==> src/rtl/fetch_pkg.sv <==
// Shared types and constants for the instruction fetch stage.
//   fetch_state_t : fetch FSM encoding
//   fetch_entry_t : one instruction buffer entry {pc, inst}
//   clog2()       : pointer width helper for the instruction buffer
//   NOP           : canonical no-op word (addi x0,x0,0), handy for benches
package fetch_pkg;

  localparam int unsigned INST_W  = 32;
  localparam logic [31:0] PC_STEP = 32'd4;
  localparam logic [31:0] NOP     = 32'h0000_0013;

  typedef enum logic [1:0] {
    S_IDLE  = 2'd0,
    S_FETCH = 2'd1,
    S_DRAIN = 2'd2
  } fetch_state_t;

  typedef struct packed {
    logic [31:0]       pc;
    logic [INST_W-1:0] inst;
  } fetch_entry_t;

  function automatic int unsigned clog2(input int unsigned value);
    int unsigned r;
    r = 0;
    for (int unsigned i = 0; i < 32; i++) begin
      if ((32'd1 << i) < value) r = i + 1;
    end
    return r;
  endfunction

endpackage

==> src/rtl/inst_fetch_if.sv <==
// Bundle of the fetch stage's memory, decode and redirect signals.
//   master : fetch stage view (drives imem request and decode stream)
//   slave  : environment view (memory, decode and execute stages)
interface inst_fetch_if;
  import fetch_pkg::*;

  logic              o_imem_req;
  logic [31:0]       o_imem_addr;
  logic              i_imem_ack;
  logic [INST_W-1:0] i_imem_rdata;
  logic [INST_W-1:0] o_inst_data;
  logic [31:0]       o_inst_pc;
  logic              o_inst_valid;
  logic              i_inst_ready;
  logic              i_redirect;
  logic [31:0]       i_redirect_pc;

  modport master (
    output o_imem_req, o_imem_addr,
    input  i_imem_ack, i_imem_rdata,
    output o_inst_data, o_inst_pc, o_inst_valid,
    input  i_inst_ready,
    input  i_redirect, i_redirect_pc
  );

  modport slave (
    input  o_imem_req, o_imem_addr,
    output i_imem_ack, i_imem_rdata,
    input  o_inst_data, o_inst_pc, o_inst_valid,
    output i_inst_ready,
    output i_redirect, i_redirect_pc
  );

endinterface

==> src/rtl/fetch_fifo.sv <==
// Synchronous instruction buffer of {pc, inst} entries.
//   i_clk/i_rst : clock, synchronous active-high reset
//   push/data   : write entry (ignored when full)
//   pop         : drop head entry (ignored when empty)
//   flush       : empty the buffer; wins over push and pop
//   head        : current head entry (stale when empty)
//   full/empty/count : occupancy status
module fetch_fifo
  import fetch_pkg::*;
#(
  parameter int unsigned FIFO_DEPTH = 2,
  localparam int unsigned PTR_W     = clog2(FIFO_DEPTH)
) (
  input  logic         i_clk,
  input  logic         i_rst,
  input  logic         push,
  input  fetch_entry_t data,
  input  logic         pop,
  input  logic         flush,
  output fetch_entry_t head,
  output logic         full,
  output logic         empty,
  output logic [PTR_W:0] count
);

  localparam logic [PTR_W:0] DEPTH_CNT = (PTR_W+1)'(FIFO_DEPTH);

  fetch_entry_t     mem [FIFO_DEPTH];
  logic [PTR_W-1:0] wr_ptr;
  logic [PTR_W-1:0] rd_ptr;
  logic [PTR_W:0]   cnt;
  logic             do_push;
  logic             do_pop;

  always_comb begin
    full    = (cnt == DEPTH_CNT);
    empty   = (cnt == '0);
    do_push = push & ~full;
    do_pop  = pop & ~empty;
    head    = mem[rd_ptr];
    count   = cnt;
  end

  always_ff @(posedge i_clk) begin
    if (i_rst || flush) begin
      wr_ptr <= '0;
      rd_ptr <= '0;
      cnt    <= '0;
    end else begin
      if (do_push) wr_ptr <= wr_ptr + PTR_W'(1);
      if (do_pop)  rd_ptr <= rd_ptr + PTR_W'(1);
      case ({do_push, do_pop})
        2'b10:   cnt <= cnt + (PTR_W+1)'(1);
        2'b01:   cnt <= cnt - (PTR_W+1)'(1);
        default: cnt <= cnt;
      endcase
    end
  end

  always_ff @(posedge i_clk) begin
    if (do_push && !flush) mem[wr_ptr] <= data;
  end

endmodule

==> src/rtl/inst_fetch.sv <==
// Instruction fetch stage: keeps the fetch PC, issues single-outstanding
// word reads to instruction memory, buffers returned words with their PC
// and hands them to decode over valid/ready. A redirect flushes the
// buffer and restarts fetch at the new PC, draining any in-flight read.
//   i_clk/i_rst : clock, synchronous active-high reset
//   bus         : imem req/addr/ack/rdata, decode data/pc/valid/ready,
//                 redirect/redirect_pc (master view)
module inst_fetch
  import fetch_pkg::*;
#(
  parameter logic [31:0] RESET_PC   = 32'h0000_0000,
  parameter int unsigned FIFO_DEPTH = 2
) (
  input  logic   i_clk,
  input  logic   i_rst,
  inst_fetch_if.master bus
);

  localparam int unsigned CNT_W = clog2(FIFO_DEPTH) + 1;

  fetch_state_t     state_q, state_d;
  logic [31:0]      pc_q, pc_d;
  logic [31:0]      redir_pc_q, redir_pc_d;
  logic [31:0]      redirect_pc_al;
  logic             push, pop;
  logic             fifo_full, fifo_empty;
  logic [CNT_W-1:0] fifo_count, count_after_pop;
  logic             slot_free, slot_after_push;
  fetch_entry_t     push_entry, head_entry;

  fetch_fifo #(.FIFO_DEPTH(FIFO_DEPTH)) u_fifo (
    .i_clk (i_clk),
    .i_rst (i_rst),
    .push  (push & ~fifo_full),
    .data  (push_entry),
    .pop   (pop),
    .flush (bus.i_redirect),
    .head  (head_entry),
    .full  (fifo_full),
    .empty (fifo_empty),
    .count (fifo_count)
  );

  always_comb begin
    redirect_pc_al  = {bus.i_redirect_pc[31:2], 2'b00};
    pop             = ~fifo_empty & bus.i_inst_ready;
    count_after_pop = fifo_count - {{(CNT_W-1){1'b0}}, pop};
    slot_free       = count_after_pop < CNT_W'(FIFO_DEPTH);
    slot_after_push = count_after_pop < CNT_W'(FIFO_DEPTH - 1);
    push_entry.pc   = pc_q;
    push_entry.inst = bus.i_imem_rdata;
  end

  always_ff @(posedge i_clk) begin
    if (i_rst) begin
      state_q    <= S_IDLE;
      pc_q       <= RESET_PC;
      redir_pc_q <= RESET_PC;
    end else begin
      state_q    <= state_d;
      pc_q       <= pc_d;
      redir_pc_q <= redir_pc_d;
    end
  end

  // pc_q doubles as the request address, so in S_DRAIN it stays on the
  // abandoned address while the redirect target waits in redir_pc_q.
  always_comb begin
    state_d    = state_q;
    pc_d       = pc_q;
    redir_pc_d = redir_pc_q;
    push       = 1'b0;
    case (state_q)
      S_IDLE: begin
        if (bus.i_redirect) begin
          state_d = S_FETCH;
          pc_d    = redirect_pc_al;
        end else if (slot_free) begin
          state_d = S_FETCH;
        end
      end
      S_FETCH: begin
        if (bus.i_redirect) begin
          if (bus.i_imem_ack) begin
            state_d = S_FETCH;
            pc_d    = redirect_pc_al;
          end else begin
            state_d    = S_DRAIN;
            redir_pc_d = redirect_pc_al;
          end
        end else if (bus.i_imem_ack) begin
          push    = 1'b1;
          pc_d    = pc_q + PC_STEP;
          state_d = slot_after_push ? S_FETCH : S_IDLE;
        end
      end
      S_DRAIN: begin
        // A redirect landing on the draining ack retargets straight away
        // rather than reissuing the dead address.
        if (bus.i_imem_ack) begin
          state_d = S_FETCH;
          pc_d    = bus.i_redirect ? redirect_pc_al : redir_pc_q;
        end else if (bus.i_redirect) begin
          redir_pc_d = redirect_pc_al;
        end
      end
      default: state_d = S_IDLE;
    endcase
  end

  always_comb begin
    bus.o_imem_req   = (state_q != S_IDLE);
    bus.o_imem_addr  = pc_q;
    bus.o_inst_valid = ~fifo_empty;
    bus.o_inst_data  = fifo_empty ? '0 : head_entry.inst;
    bus.o_inst_pc    = fifo_empty ? '0 : head_entry.pc;
  end

endmodule
==> src/flat_wrapper.sv <==
// flat-port wrapper written by rule: the top's interface ports become plain ports
module inst_fetch_flat import fetch_pkg::*;
#(
  parameter logic [31:0] RESET_PC   = 32'h0000_0000,
  parameter int unsigned FIFO_DEPTH = 2
)
  (i_clk, i_rst, bus_o_imem_req, bus_o_imem_addr, bus_i_imem_ack, bus_i_imem_rdata, bus_o_inst_data, bus_o_inst_pc, bus_o_inst_valid, bus_i_inst_ready, bus_i_redirect, bus_i_redirect_pc);
  inst_fetch_if bus_i ();
  input  logic i_clk;
  input  logic i_rst;
  output wire logic [$bits(bus_i.o_imem_req)-1:0] bus_o_imem_req;
  output wire logic [$bits(bus_i.o_imem_addr)-1:0] bus_o_imem_addr;
  input wire logic [$bits(bus_i.i_imem_ack)-1:0] bus_i_imem_ack;
  input wire logic [$bits(bus_i.i_imem_rdata)-1:0] bus_i_imem_rdata;
  output wire logic [$bits(bus_i.o_inst_data)-1:0] bus_o_inst_data;
  output wire logic [$bits(bus_i.o_inst_pc)-1:0] bus_o_inst_pc;
  output wire logic [$bits(bus_i.o_inst_valid)-1:0] bus_o_inst_valid;
  input wire logic [$bits(bus_i.i_inst_ready)-1:0] bus_i_inst_ready;
  input wire logic [$bits(bus_i.i_redirect)-1:0] bus_i_redirect;
  input wire logic [$bits(bus_i.i_redirect_pc)-1:0] bus_i_redirect_pc;
  assign bus_o_imem_req = bus_i.o_imem_req;
  assign bus_o_imem_addr = bus_i.o_imem_addr;
  assign bus_i.i_imem_ack = bus_i_imem_ack;
  assign bus_i.i_imem_rdata = bus_i_imem_rdata;
  assign bus_o_inst_data = bus_i.o_inst_data;
  assign bus_o_inst_pc = bus_i.o_inst_pc;
  assign bus_o_inst_valid = bus_i.o_inst_valid;
  assign bus_i.i_inst_ready = bus_i_inst_ready;
  assign bus_i.i_redirect = bus_i_redirect;
  assign bus_i.i_redirect_pc = bus_i_redirect_pc;
  inst_fetch #(.RESET_PC(RESET_PC), .FIFO_DEPTH(FIFO_DEPTH)) u_core (.i_clk(i_clk), .i_rst(i_rst), .bus(bus_i));
endmodule
==> config.mk <==
export PLATFORM = sky130hd
export DESIGN_NAME = inst_fetch_flat
export DESIGN_NICKNAME = d
export VERILOG_FILES = /design/src/rtl/fetch_pkg.sv /design/src/rtl/inst_fetch_if.sv /design/src/rtl/fetch_fifo.sv /design/src/rtl/inst_fetch.sv /design/src/flat_wrapper.sv
export SDC_FILE = /design/constraint.sdc
export NUM_CORES = 1
export LEC_CHECK = 0
export ABC_CLOCK_PERIOD_IN_PS = 6000
export CORE_MARGIN = 4
export CORE_UTILIZATION = 45
export DETAILED_ROUTE_END_ITERATION = 10
export GPL_TIMING_DRIVEN = 0
export PLACE_DENSITY_LB_ADDON = 0.25
export SETUP_SLACK_MARGIN = 0.02
export SLEW_MARGIN = 20
export SYNTH_ARGS = -nofsm -noshare
export SYNTH_HDL_FRONTEND = slang
export SYNTH_SLANG_ARGS = --single-unit
==> constraint.sdc <==
create_clock -name i_clk -period 6 [get_ports i_clk]
set_input_delay 0.6 -clock i_clk [delete_from_list [all_inputs] [get_ports i_clk]]
set_output_delay 0.6 -clock i_clk [all_outputs]
set_load 0.02 [all_outputs]
==> Word level (Yosys, flattened, before mapping) <==
Memory sizes are Yosys's and may differ from the RTL's. A register that Yosys moved wholly into a read port is not among the register bits.
Index checks and enable logic that the tools add are counted.
{ "totals": {"ff_bits": 70, "mem_bits_rw": 128, "input_bits": 69, "output_inout_bits": 98, "wordCells": 75, "n_memories": 1} }
{ "op_classes": {"n_addsub": 6, "n_lt_le_gt_ge": 2, "eq_ne": 13, "n_mux": 29, "bitwise": 6, "reduce_logical": 12} }
{ "mem_list": {"columns": ["name", "depth", "width", "rd", "rd_ports_with_merged_regs", "write_ports", "line_no", "text"], "rows": [
  ["u_core.u_fifo.mem", 2, 64, 1, 1, 1, "fetch_fifo.sv:28", "fetch_entry_t mem [FIFO_DEPTH];"]
]} }
{ "op_table": {"columns": ["operator", "n"], "rows": [
  ["$mux 32", 11],
  ["$pmux 32 s3", 1],
  ["$pmux 32 s2", 1],
  ["$add 32x3->32 const B", 1],
  ["$mux 2", 6],
  ["$ne 2x2->1 const B", 6],
  ["$mux 1", 8],
  ["$reduce_and 4->1", 2],
  ["$eq 2x2->1 const B", 3],
  ["$pmux 2 s3", 1],
  ["$reduce_bool 2->1", 3],
  ["$and 1x1->1", 4],
  ["$eq 2x1->1 const B", 2],
  ["$logic_not 2->1", 2],
  ["$pmux 2 s2", 1],
  ["$ne 3x2->1 const B", 1],
  ["$ne 3x3->1 const B", 1],
  ["$reduce_and 3->1", 1],
  ["$reduce_bool 3->1", 1],
  ["$add 1x1->1 const B", 2],
  ["$add 2x1->2 const B", 1],
  ["$lt 2x1->1 const B", 1],
  ["$lt 2x2->1 const B", 1],
  ["$not 1->1", 2],
  ["5 further kinds", 5]
]} }

==> Logic depth before layout (Yosys ltp) <==
{ "depth": {"depth_word": 9, "mapped_depth": 11, "ltp_nobuf": 10} }

==> Hierarchy <==
Synthesis repeated with hierarchy kept, for this count alone.
{ "hier_totals": {"hier_cells": 803, "hier_area_um2": 9211.3} }
{ "modules_own_cells": {"columns": ["mod", "n_inst", "cells_per_inst", "area_each_um2", "seq_area_each_um2"], "rows": [
  ["fetch_fifo", 1, 225, 4828.4, 3943.8],
  ["inst_fetch", 1, 578, 4383.0, 1321.3]
]} }

==> Worst setup path after synthesis <==
OpenSTA, ideal clock, no wires.
{ "synth_path": {"path_kind": "input -> register", "from": "input bus_i_redirect", "to": "memory u_core.u_fifo.mem[0][0] (netlist bit), enable pin", "setup_time_ns": 0.487, "t_arrival_ns": 4.016, "required_time_ns": 5.513, "slack_ns": 1.498, "cell_stages": 6, "path_buffers": 2, "cell_sequence": "clkbuf_1 -> nand2b_1 -> clkbuf_1 -> a21oi_1 -> nand2_1 -> nor2_1"} }
{ "synth_between": {"elab_chain_len": 7} }
{ "synth_rtl": {"columns": ["item", "line_no", "text"], "rows": [
  ["start: declaration", "flat_wrapper.sv:19", "input wire logic [$bits(bus_i.i_redirect)-1:0] bus_i_redirect;"],
  ["$mux 1", "inst_fetch.sv:83", "if (bus.i_redirect) begin"],
  ["$mux 1", "inst_fetch.sv:73", "case (state_q)"],
  ["$and 1x1->1", "inst_fetch.sv:34", ".push (push & ~fifo_full),"],
  ["$and 1x1->1", "fetch_fifo.sv:38", "do_push = push & ~full;"],
  ["$logic_and 1x1->1 (*)", "fetch_fifo.sv:61", "if (do_push && !flush) mem[wr_ptr] <= data;"],
  ["$mux 1 (*)", "fetch_fifo.sv:61", null],
  ["$mux 1 (not written as such) (*)", "fetch_fifo.sv:61", null],
  ["end: declaration", "fetch_fifo.sv:28", null]
]} }
Every way passes the cells marked *; elsewhere a longest branch is shown, timed or not.

==> impl_metrics.toml <==
[synthesis]
synthTopCellsByArea = "edfxtp_1 43%, dfxtp_1 16%, mux2i_1 7.7%, nor2_1 4.0%, nand2_1 3.7%"
synth_cells = 808
synth-edff-count = 128
async_reset_ff_frac = 0
yosysSeqAreaShare = 0.591
synth_top_cell_by_area = "edfxtp_1"
ys_types = 62
synth_top_area_frac = 0.431
yosysWarnings = 0
synth_area_mm2 = 0.00891
synth_nets = 885
synth-main-ff-cell = "edfxtp_1"
ys_ff_latch = 199
syn_area_per_cell_um2 = 11.0

[layout]
insertedDiodeCount = 0
final_cell_area_mm2 = 0.0116
synthToLayoutAreaGrowth_pct = 29.6
fin_cells = 1272
final_core_util = 0.594
finish.net_count = 1071
fill_cells = 1674
drive_gt1_frac = 0.0526

[sta]
post-route-min-period_ps = 3440
final-setup-viol-count = 0
worst_pin_slew_ps = 1210
final_max_slew_viol_count = 0
skew_ps = 8.66
tns_ps = 0
hold_violations = 0
relSlewSlack = 0.185
rsz0062_at_grt = "false"
setup_slack_ps = 2560
clock.fmax_mhz = 291
finalCritPeriodShare = 0.573

[critical_path]
r2r_cells = 9
arrival_ps = 2840
critical_path_class = "flip-flop to primary output"
cp-start-kind = "flip-flop"
path_common_cell = "clkbuf_1"
worstPathMaxFanout = 10
worstPathCellList = "clkbuf_1 -> clkbuf_1 -> mux2i_1 -> nor2_1 -> clkdlybuf4s50_1"
crit_slowest_cell = "clkdlybuf4s50_1"
cpPeakStageDelay_ps = 640
required_ps = 5400
r2r_start = "u_core.state_q[1]"
cp_top_family = "buffers and inverters"
path_buf_inv = 3
r2r_setup_slack_ps = 3210
end_kind = "primary output"
r2r-end = "u_core.bus.o_imem_addr[8]"

[cts]
clock_path_buffers = 2
holdBufCountCts = 0
clockRootBuffer = "clkbuf_16"
clk_pin_slew_ps = 80
postCtsResizedCells = 0
cts_sinks = 199
h-tree-depth = 4
numCtsBuffers = 17
tritoncts = "yes"
insertion_delay_ps = 440
cts_setup_buffers = 0

[grt]
first_global_vias = 6733
overflow = 0
grt_max_degree = 26
grt_util_all_layers = 0.221
grt_pass1_wl_mm = 37.8
antenna_found_initial = 0

[job]
drv_cap = 0

[placed_design]
detailed_place_hpwl_mm = 17.5
dp.cells = 1240
io_buffers = 163
place_ws_ps = 2520
place_area_mm2 = 0.0110
gp_congestion = 0.893

[routing]
vias = 7135
routed_wl_mm = 24.8
ant_nets = 0
dr.pass1.iters = 5
wl_per_cell_um = 19.5
drc = 0
drt_iter0_drc = 604
via_per_inst = 5.61

[die]
fp.coreArea_mm2 = 0.0195
die_h_um = 149
start_util = 0.458
io_pins = 167
rows = 51
die_w_um = 149
dieArea_mm2 = 0.0221

[hold_path]
hold_path.class = "flip-flop to flip-flop"
whs_path_depth = 2
min_to = "u_core.redir_pc_q[31]"
min-delay-start = "u_core.redir_pc_q[31]"

[outcome]
status = "finished, final reports clean"

[power]
ir_worst_vdd_mv = 0.211
power_leakage_nw = 3.73
powerDensity_mw_per_mm2 = 284
==> worst max-delay path by stage <==
stage / start / end / slack [ps] / depth (start not counted)
global route: flip-flop / bus_o_inst_pc[14] / 2380 / 5
global placement: bus_i_redirect / u_core.u_fifo.mem[1][6] / -830 / 7
detailed placement: bus_i_redirect / u_core.u_fifo.mem[1][6] / 2520 / 9
floorplan: bus_i_redirect / u_core.u_fifo.mem[0][0] / 1500 / 6
finish: flip-flop / bus_o_inst_pc[16] / 2560 / 5
CTS: flip-flop / bus_o_inst_pc[30] / 2490 / 5
==> synthesized netlist by cell type, drive strengths merged (7+ instances only) <==
master,count
edfxtp,128
nor2,95
nand2,88
dfxtp,71
mux2i,69
o21ai,49
a21oi,44
clkbuf,42
nor3,19
nand3,18
buf,13
inv,13
a221oi,11
a22o,11
nor4,10
ha,8
xnor2,8
a221o,7
a31oi,7
and3,7
nand4,7
xor2,7
==> registers in the layout, summed over array words and instances (netlist names), named ones only <==
name and cells:
u_core.bus.o_imem_addr 32, u_core.redir_pc_q 32, u_core.u_fifo.wr_ptr 1, u_core.u_fifo.mem 128, u_core.state_q 2, u_core.u_fifo.count 2
u_core.u_fifo.rd_ptr 1
==> worst reg2reg max path: cells and delay by family, from the launching register on <==
kind / cells / cell delay, ps
buffers and inverters: 4 / 1190
AOI/OAI and AO/OA: 3 / 660
DFF: 1 / 400
and+or+nand+nor: 1 / 250
adders and majority gates: 1 / 220
==> metal layers <==
layer / track usage / vias to the layer above / wire [um]
met1: 0.301 / 3380 / 10700
met3: 0.0444 / 45 / 1960
li1: - / 3361 / -
met2: 0.357 / 349 / 11600
met4: 0.0741 / 0 / 540
met5: 0 / - / 0
==> logic make-up (layout without fill, tap and decap cells) <==
logic type / count (synthesis) / after routing / share of synthesized area
adders and majority gates: 8 / 8 / 0.0112
and+or+nand+nor: 271 / 271 / 0.143
DFF: 199 / 199 / 0.591
muxes: 69 / 69 / 0.0775
xor gates and xnor gates: 15 / 15 / 0.0147
buffers and inverters: 69 / 268 / 0.0324
AOI/OAI and AO/OA: 177 / 177 / 0.130
==> cells in the final DEF (no fill, tap or decap), drive strengths merged, types with 8 or more instances in the layout <==
master,count
clkdlybuf4s50,163
edfxtp,128
nor2,95
nand2,88
dfxtp,71
mux2i,69
clkbuf,59
o21ai,49
a21oi,44
inv,21
nor3,19
nand3,18
buf,17
a22o,11
a221oi,11
nor4,10
xnor2,8
ha,8
==> through the flow <==
stage / hold slack, ps / power [mW]
2_1_floorplan: 432 / 1.92
3_3_place_gp: 440 / 2.19
3_5_place_dp: 445 / 2.19
4_1_cts: 456 / 3.28
5_1_grt: 466 / 3.39
6_report: 456 / 3.28
==> cell type report <==
cell class / count / area, um^2 / share of cell area
buffer: 56 / 240 / 0.0208
clock buffer: 17 / 425 / 0.0368
clock inverter: 15 / 148 / 0.0128
inverter: 13 / 48.8 / 0.00422
multi-input combinational: 540 / 3370 / 0.292
sequential: 199 / 5270 / 0.456
tap: 265 / 332 / 0.0287
timing repair buffer: 167 / 1720 / 0.149
==> power by group <==
part,internal (mW),switching (mW),total (mW)
clock network,0.554,0.555,1.11
registers,1.53,0.0929,1.63
logic,0.229,0.317,0.545
Power figures use the tool's default switching activity.
